[config.mk]
export PLATFORM = sky130hd
export DESIGN_NAME = ram_arbiter
export DESIGN_NICKNAME = d
export VERILOG_FILES = /design/src/rtl/ram_arb_pkg.sv /design/src/rtl/ram.sv /design/src/rtl/ram_arbiter.sv
export SDC_FILE = /design/constraint.sdc
export NUM_CORES = 2
export LEC_CHECK = 0
export ABC_AREA = 1
export CELL_PAD_IN_SITES_DETAIL_PLACEMENT = 1
export CELL_PAD_IN_SITES_GLOBAL_PLACEMENT = 2
export CORE_MARGIN = 4
export CORE_UTILIZATION = 28
export DETAILED_ROUTE_END_ITERATION = 8
export MAX_ROUTING_LAYER = met4
export PLACE_DENSITY = 0.6
export SLEW_MARGIN = 20
export SYNTH_ARGS = -nofsm -noshare
export SYNTH_HDL_FRONTEND = slang
export SYNTH_SLANG_ARGS = --single-unit
export TNS_END_PERCENT = 20
[constraint.sdc]
create_clock -name clk -period 11.7 [get_ports clk]
set_input_delay 2.34 -clock clk [delete_from_list [all_inputs] [get_ports clk]]
set_output_delay 2.34 -clock clk [all_outputs]
set_load 0.02 [all_outputs]
[src/rtl/ram_arb_pkg.sv]
// Shared types and constants for the two-requester RAM arbiter.
// Requester IDs, grant-counter width and the saturation helper live here.
package ram_arb_pkg;

    typedef logic req_id_t;

    localparam req_id_t REQ0 = 1'b0;
    localparam req_id_t REQ1 = 1'b1;

    localparam int CNT_W = 16;
    localparam logic [CNT_W-1:0] CNT_SAT = 16'hFFFF;

    // Counters stick at CNT_SAT instead of wrapping.
    function automatic logic [CNT_W-1:0] sat_inc(input logic [CNT_W-1:0] v);
        return (v == CNT_SAT) ? v : v + 1'b1;
    endfunction

endpackage

[src/rtl/ram.sv]
// Single-port memory: synchronous write, registered read (read-first), 1-cycle latency.
// Contents are deliberately not reset.
module ram #(
    parameter int ADDR  = 8,
    parameter int DATA  = 8,
    parameter int DEPTH = 256
) (
    input  logic            clk,
    input  logic            write_enable,
    input  logic [ADDR-1:0] address,
    input  logic [DATA-1:0] data_in,
    output logic [DATA-1:0] data_out
);

    logic [DATA-1:0] mem [DEPTH];

    always_ff @(posedge clk) begin
        if (write_enable) begin
            mem[address] <= data_in;
        end
        data_out <= mem[address];
    end

endmodule

[src/rtl/ram_arbiter.sv]
// Two-requester arbiter in front of a single-port RAM with round-robin priority,
// a one-deep read response stage and saturating per-requester grant counters.
//
// Handshake: a request transfers on a rising edge where reqN_valid and reqN_ready
// are both 1; a requester holds valid/we/addr/wdata stable until accepted. Reads
// return rspN_valid for exactly one cycle, one cycle after acceptance; writes
// produce no response.
module ram_arbiter
    import ram_arb_pkg::*;
#(
    parameter int ADDR  = 8,
    parameter int DATA  = 8,
    parameter int DEPTH = 256
) (
    input  logic             clk,
    input  logic             rst,

    input  logic             req0_valid,
    input  logic             req0_we,
    input  logic [ADDR-1:0]  req0_addr,
    input  logic [DATA-1:0]  req0_wdata,
    output logic             req0_ready,
    output logic             rsp0_valid,
    output logic [DATA-1:0]  rsp0_rdata,

    input  logic             req1_valid,
    input  logic             req1_we,
    input  logic [ADDR-1:0]  req1_addr,
    input  logic [DATA-1:0]  req1_wdata,
    output logic             req1_ready,
    output logic             rsp1_valid,
    output logic [DATA-1:0]  rsp1_rdata,

    output logic [CNT_W-1:0] gnt0_count,
    output logic [CNT_W-1:0] gnt1_count,
    output logic             busy
);

    req_id_t          prio_q;
    logic             rsp_valid_q;
    req_id_t          rsp_id_q;
    logic [CNT_W-1:0] gnt0_cnt_q;
    logic [CNT_W-1:0] gnt1_cnt_q;

    logic             gnt0;
    logic             gnt1;
    logic             grant;
    req_id_t          gnt_id;
    logic             sel_we;
    logic             mem_we;
    logic [ADDR-1:0]  mem_addr;
    logic [DATA-1:0]  mem_wdata;
    logic [DATA-1:0]  mem_rdata;

    // Contention is resolved by the pointer; a lone requester always wins.
    always_comb begin
        gnt0 = 1'b0;
        gnt1 = 1'b0;
        if (!rst) begin
            if (req0_valid && (!req1_valid || prio_q == REQ0)) begin
                gnt0 = 1'b1;
            end else if (req1_valid) begin
                gnt1 = 1'b1;
            end
        end
    end

    assign grant      = gnt0 | gnt1;
    assign gnt_id     = gnt1 ? REQ1 : REQ0;
    assign req0_ready = gnt0;
    assign req1_ready = gnt1;

    assign sel_we    = gnt1 ? req1_we    : req0_we;
    assign mem_addr  = gnt1 ? req1_addr  : req0_addr;
    assign mem_wdata = gnt1 ? req1_wdata : req0_wdata;
    assign mem_we    = grant & sel_we;

    ram #(
        .ADDR  (ADDR),
        .DATA  (DATA),
        .DEPTH (DEPTH)
    ) u_ram (
        .clk          (clk),
        .write_enable (mem_we),
        .address      (mem_addr),
        .data_in      (mem_wdata),
        .data_out     (mem_rdata)
    );

    always_ff @(posedge clk or posedge rst) begin
        if (rst) begin
            prio_q      <= REQ0;
            rsp_valid_q <= 1'b0;
            rsp_id_q    <= REQ0;
            gnt0_cnt_q  <= '0;
            gnt1_cnt_q  <= '0;
        end else begin
            rsp_valid_q <= grant & ~sel_we;
            if (grant) begin
                rsp_id_q <= gnt_id;
                prio_q   <= ~gnt_id;
            end
            if (gnt0) begin
                gnt0_cnt_q <= sat_inc(gnt0_cnt_q);
            end
            if (gnt1) begin
                gnt1_cnt_q <= sat_inc(gnt1_cnt_q);
            end
        end
    end

    // RAM output is unreset, so rdata is gated to zero outside the response cycle.
    assign rsp0_valid = rsp_valid_q && (rsp_id_q == REQ0);
    assign rsp1_valid = rsp_valid_q && (rsp_id_q == REQ1);
    assign rsp0_rdata = rsp0_valid ? mem_rdata : '0;
    assign rsp1_rdata = rsp1_valid ? mem_rdata : '0;

    assign busy       = rsp_valid_q;
    assign gnt0_count = gnt0_cnt_q;
    assign gnt1_count = gnt1_cnt_q;

endmodule

==> results.md <==
- FP Rows: 205
- Post-synth top area cell: edfxtp_1
- Leakage: just over 40 nW
- Grt total ovfl: 0
- P_sw: ~0.0044 W
- GRT Util Overall: 18.88%
- Worst endpoint required time: between 10 and 15 ns
- Critical path capture point type: register
- Routed len/inst: 23.32 microns
- # hold bufs at CTS: 0
- First-pass GRT wire length: 441,200 microns
- Routed Antenna Nets: 0
- Die Y: about 570 microns
- DRT iter0 DRCs: around 4,200
- Arrival time at the worst endpoint: a little under 9 ns
- Syn nets: about 8,700
- Clock power frac: between 40% and 50%
- Number of synthesized flops with an enable pin: just over 2,000
- Cell Chain, Critical Path: clkdlybuf4s50_1, nand2_1, nand2_1, nand2_2, nand2_1, o21ai_4, buf_12, inv_8, buf_4, buf_12, nand2_1, nand2_1, nand2_1, nand2_1, o21ai_0, nand2_1, nor2_1, nor2_1, nor2_1, nand2_1
- Fillers: approximately 35,000
- Critical Path Most Common Cell: nand2_1
- Power Dens Cells: 171.6 nW/um^2
- Gp weighted congestion: around 0.77
- Critical path class: input pin to register
- TNS Setup: 0 ns
- Delay-heaviest family, CP: simple AND/OR/NAND/NOR gates
- Total routed wirelength: ~300,000 microns
- Async SR Flop Fraction: under 10%
- Number of H-tree levels: 4
- IO Pins: 91
- Worst VDD drop: about 0.00011 V
- Post-CTS Repair Setup Buffers: 0
- Dpl cells: ~13,000
- Clk Latency, worst-skew pair: 0.92 ns
- Post-synth top area share: 69.62%
- CTS tree: yes
- Clock sinks: 2,091
- Min cycle time layout: roughly 8.1 ns
- DIE WIDTH: between 500 and 600 microns
- CTS Buf Count: 239
- Logic pwr share: 9.5%
- Net Sw Frac: between 20% and 30%
- Count leader, synth: nand2_1
- Unrepaired setup endpoints after global routing: false
- Min Hold Slack: around 0.5 ns
- CP Max Fanout: between 100 and 150
- P_int: between 0.01 and 0.015 W
- Area taken by flip-flops and latches: 62,540 sq um
- Die area: ~320,000 sq um
- Layout Skew: 0.06049 ns
- DR vias: 60,020
- Drt via density: 4.616
- Nets: between 8,000 and 9,000
- Worst Setup Start Kind: input pin
- CTS root buffer: clkbuf_16
- Fmax: between 0.1 and 0.15 GHz
- Largest net degree at the start of global routing: about 150
- Final non-filler cell total: roughly 13,000
- Synth-to-Final Area Change: 14.84%
- Post-synth cell types: 26
- Ys Warns: 0
- Seq/Total Area, Yosys: 70.79%
- Detail Placement HPWL: roughly 180,000 microns
- Min-Delay Path Class: register to register
- Final Cycle Share: a little over two thirds
- Mapped cell area: 88,330 sq um
- Mean post-synth cell area: just over 10 sq um
- Max-Cap Viols: 0
- Initial Util: about 28%
- Status: complete, no violations
- Buf/Inv on CP: 5
- Slowest stage delay, CP: roughly 0.8 ns
- Cell count after synthesis: between 8,000 and 9,000
- Worst-path clk slew: about 0.06 ns
- Top cells by area, synth: edfxtp_1 (70%), nand2_1 (22%), nand3_1 (1.9%), nor2_1 (1.6%), buf_2 (1.1%)
- Critical-path top delay cell: nor2_1
- IO buf count: 90
- Max-slew violations: 0
- Seq pwr share: around half
- Final Hold Vio Count: 0
- Worst-margin pin slew: 1.086 ns
- Multi-input logic area: approximately 24,000 sq um
- Residual DRC: 0
- Initial antenna violation count: 22
- Rel. slew slack: approximately 28%
- Primary FF master, synth: edfxtp_1
- Share of cells above drive strength 1: under 10%
- Drt first pass iters: 7
- Clock Path Buffers: 4
- Post-synth top cells: nand2_1 (5,159), edfxtp_1 (2,048), nor2_1 (386), nand3_1 (341), clkbuf_1 (253)
- Core box area: about 310,000 sq um
- Cts repair resizes: 0
- Total chip power: about 0.017 W
- Synthesis-stage register bit count: between 2,000 and 2,500
- Vias in the first global route: 62,350
- Setup violators final: 0
-- cells by family (layout without fill, tap and decap cells) --
family          after synthesis  after routing  share of synthesized area, %
flops                      2091           2091                         70.79
fa+ha+maj                     2              2                       0.02832
other cells                   0             14                             0
xor+xnor                     28             28                        0.2776
compound gates              139            139                        0.7918
simple gates               5908           5908                         25.66
buf+inv                     511            681                         2.452
-- power by group through the flow --
stage	Combinational, W	Clock, W	Sequential, W
4_1_cts	0.00170	0.00759	0.00837
2_1_floorplan	0.000894	0	0.00858
3_3_place_gp	0.00169	0	0.00852
5_1_grt	0.00184	0.00790	0.00837
6_report	0.00165	0.00739	0.00837
3_5_place_dp	0.00169	0	0.00852
-- metrics by stage --
stage                     util, %  cell area, sq um  setup slack [ns]
after floorplan                 -             88330             4.786
after global placement      29.95             93710             2.698
after detailed placement    29.96             93760             2.647
after CTS                   32.41            101400             3.616
after global routing        32.41            101400             3.385
final                       32.42            101400             3.556
-- path summary, 6_finish.rpt --
kind,startpoint,to,slack (ns),depth (start not counted)
max,req1_valid,u_ram.data_out[7],3.56,20
max reg2reg,prio_q,u_ram.data_out[7],5.43,19
min reg2reg,gnt0_count[5],gnt0_count[5],0.50,1
min in group asynchronous,rst,busy,2.24,3
max in group asynchronous,rst,gnt0_count[12],9.02,3
min,gnt0_count[5],gnt0_count[5],0.50,1
-- metal layers --
metal	track usage, %	wire length [microns]	vias up
met3	2.305	11450	324
li1	-	-	28400
met5	-	0	-
met4	3.507	5466	0
met1	25.61	142000	30280
met2	30.72	144200	1014
-- layout make-up --
type,count,area share [%]
Multi-Input combinational cell,6077,23.52
Clock inverter,161,1.395
Sequential cell,2091,61.64
Inverter,41,0.1591
Antenna cell,14,0.03453
Timing Repair Buffer,203,1.998
Tap cell,4140,5.106
Clock buffer,276,6.145
-- layout by cell type, fill, tap and decap left out, drive strengths merged, types with 17 or more instances in the layout --
cell type,Yosys,final
clkinv,0,126
bufinv,0,23
clkbuf,253,276
nand2,5164,5164
buf,217,113
inv,41,45
nor2,387,387
xor2,17,17
nand3,341,341
clkdlybuf4s50,0,90
o21ai,136,136
dfrtp,35,35
edfxtp,2048,2048
-- sequential cells by signal (all words and copies together) (netlist names) --
register        count
u_ram.data_out      8
prio_q              1
busy                1
gnt1_count         16
u_ram.mem        2048
rsp_id_q            1
gnt0_count         16
No activity file was read; power rests on OpenSTA's default activity.
==> RTL change (same flow settings) <==
`DATA` is set to 8 in 2 places; all go to 7.
--- a/src/rtl/ram.sv
+++ b/src/rtl/ram.sv
@@ -2,7 +2,7 @@
 // Contents are deliberately not reset.
 module ram #(
     parameter int ADDR  = 8,
-    parameter int DATA  = 8,
+    parameter int DATA  = 7,
     parameter int DEPTH = 256
 ) (
     input  logic            clk,
--- a/src/rtl/ram_arbiter.sv
+++ b/src/rtl/ram_arbiter.sv
@@ -9,7 +9,7 @@
     import ram_arb_pkg::*;
 #(
     parameter int ADDR  = 8,
-    parameter int DATA  = 8,
+    parameter int DATA  = 7,
     parameter int DEPTH = 256
 ) (
     input  logic             clk,
Ports: changed (resized req0_wdata, req1_wdata, rsp0_rdata and rsp1_rdata); port bits go from 91 to 87. The function was not compared with the original's and may differ.
==> RTL change against the unedited design <==
Setup slack improved by 0.90 ns; area after synthesis decreased by 12%; via count shrank 12%; wire length is 13% lower; register-to-register slack gained 0.56 ns; total power decreased by 13%; critical path depth is the same; cell area decreased by 12%; largest cell class unchanged; combinational power down 12%; sequential cell count fell by 257.
==> RTL change: results (changes against the unedited design) <==
| Metric | Value |
|---|---|
| GP Congestion | 0.755 (-2.5%) |
| Final Skew | 0.0532 ns (-0.00727 ns) |
| Initial drt markers | 3352 (-21%) |
| Fin nets | 7678 (-12%) |
| Layout cell share with drive strength beyond 1 | 5.53% (-0.27 points) |
| Largest net degree at the start of global routing | 191 (+32%) |
| Leakage | 35.4 nW (-12%) |
| Synth area leader | edfxtp_1 |
| Post-DP HPWL | 147000 um (-17%) |
| Top cells by area, synth | edfxtp_1, nand2_1, nand3_1 |
| Post-synth top cells | nand2_1, edfxtp_1, nor2_1 |
| # port buffers | 86 (-4.4%) |
| First-pass GRT wire length | 385000 um (-13%) |
| Total GRT Usage | 18.6% (-0.30 points) |
| Clock Latency Late Sink | 0.88 ns (-0.04 ns) |
| Vias in the first global route | 54900 (-12%) |
| CTS Buf Count | 216 (-9.6%) |
| DR vias | 52800 (-12%) |
| Post-synth cell types | 34 (+31%) |
| Max reg flops | 1792 (-13%) |
| Asr flop ratio synth | 1.91% (+0.23 points) |
| Hold Crit Start | gnt1_count[15] |
| Status | completed |
| Maximum VDD drop | 0.113 mV (about the same) |
| Slew Limit Headroom | 13.4% (-14 points) |
| Pre-CTS setup slack | 3.57 ns (+0.921 ns) |
| Post-synthesis sequential area ratio | 70.4% (-0.38 points) |
| Number of synthesized flops with an enable pin | 1792 (-13%) |
| Detailed-route wire length per cell | 22.8 um (-2.0%) |
## RTL change: cell types whose count changed after synthesis, moves of 26 or more
cell and delta:
nand2_1 -648, edfxtp_1 -256, clkbuf_1 -94, o21ai_0 -44
nand3_1 -40, o21ai_1 +29, nor2_1 -26
## RTL change: worst max-delay path: stages
cell,delay [ns]
clkdlybuf4s50_1,0.42
nand2_1,0.08
nand2_1,0.24
nand2_2,0.53
nand2_1,0.19
o21ai_4,0.12
buf_12,0.54
inv_8,0.40
buf_12,0.41
buf_4,0.40
nand2_1,0.14
nand2_1,0.06
nand2_1,0.06
nand2_1,0.11
o21ai_0,0.43
nand2_1,0.19
nor2_1,0.20
nor2_1,0.14
nor2_1,0.70
nand2_1,0.10
## RTL change: power breakdown
part	internal (mW)	switching, mW	leakage [nW]
logic	0.322	1.13	15.6
registers	7.31	0.0376	16.6
clock network	3.68	2.73	3.23
## RTL change: layer usage
layer  part of all wire, %  global-route usage (%)
met1                    46                    24.7
met2                    48                    30.1
met3                   3.8                    2.51
met4                   2.5                    4.58
met5                     0                       -
## RTL change: path summary, 6_finish.rpt
check                           slack, ns           endpoint
worst max register to register       5.99  u_ram.data_out[5]
worst min-delay path                 0.50     gnt1_count[15]
max in group asynchronous            9.35     gnt1_count[10]
min in group asynchronous            1.99           rsp_id_q
worst min register to register       0.50     gnt1_count[15]
worst max-delay path                 4.46  u_ram.data_out[5]
## RTL change: stage by stage
step | cell area, sq um | utilization [%] | std cells
after floorplan | 77900 | - | 7668
after global placement | 82500 | 29.8 | 11100
after detailed placement | 82600 | 29.8 | 11100
after CTS | 89100 | 32.2 | 11500
after global routing | 89100 | 32.2 | 11500
final | 89100 | 32.2 | 11500
## RTL change: area by class of cell
cell class	instances	area, sq um
clock buffer	269	5690
timing repair buffer	171	1720
fill	31000	188000
tap	3705	4640
multi-input combinational	5369	21200
sequential	1834	54800
clock inverter	114	880
antenna	6	15.0
inverter	48	190
## RTL change: kinds of logic after synthesis
group / after synthesis / share of synthesized area, %
flops: 1834 / 70.4
compound gates: 123 / 0.795
buf+inv: 465 / 2.62
fa+ha+maj: 2 / 0.0321
simple gates: 5216 / 25.8
xor+xnor: 28 / 0.315
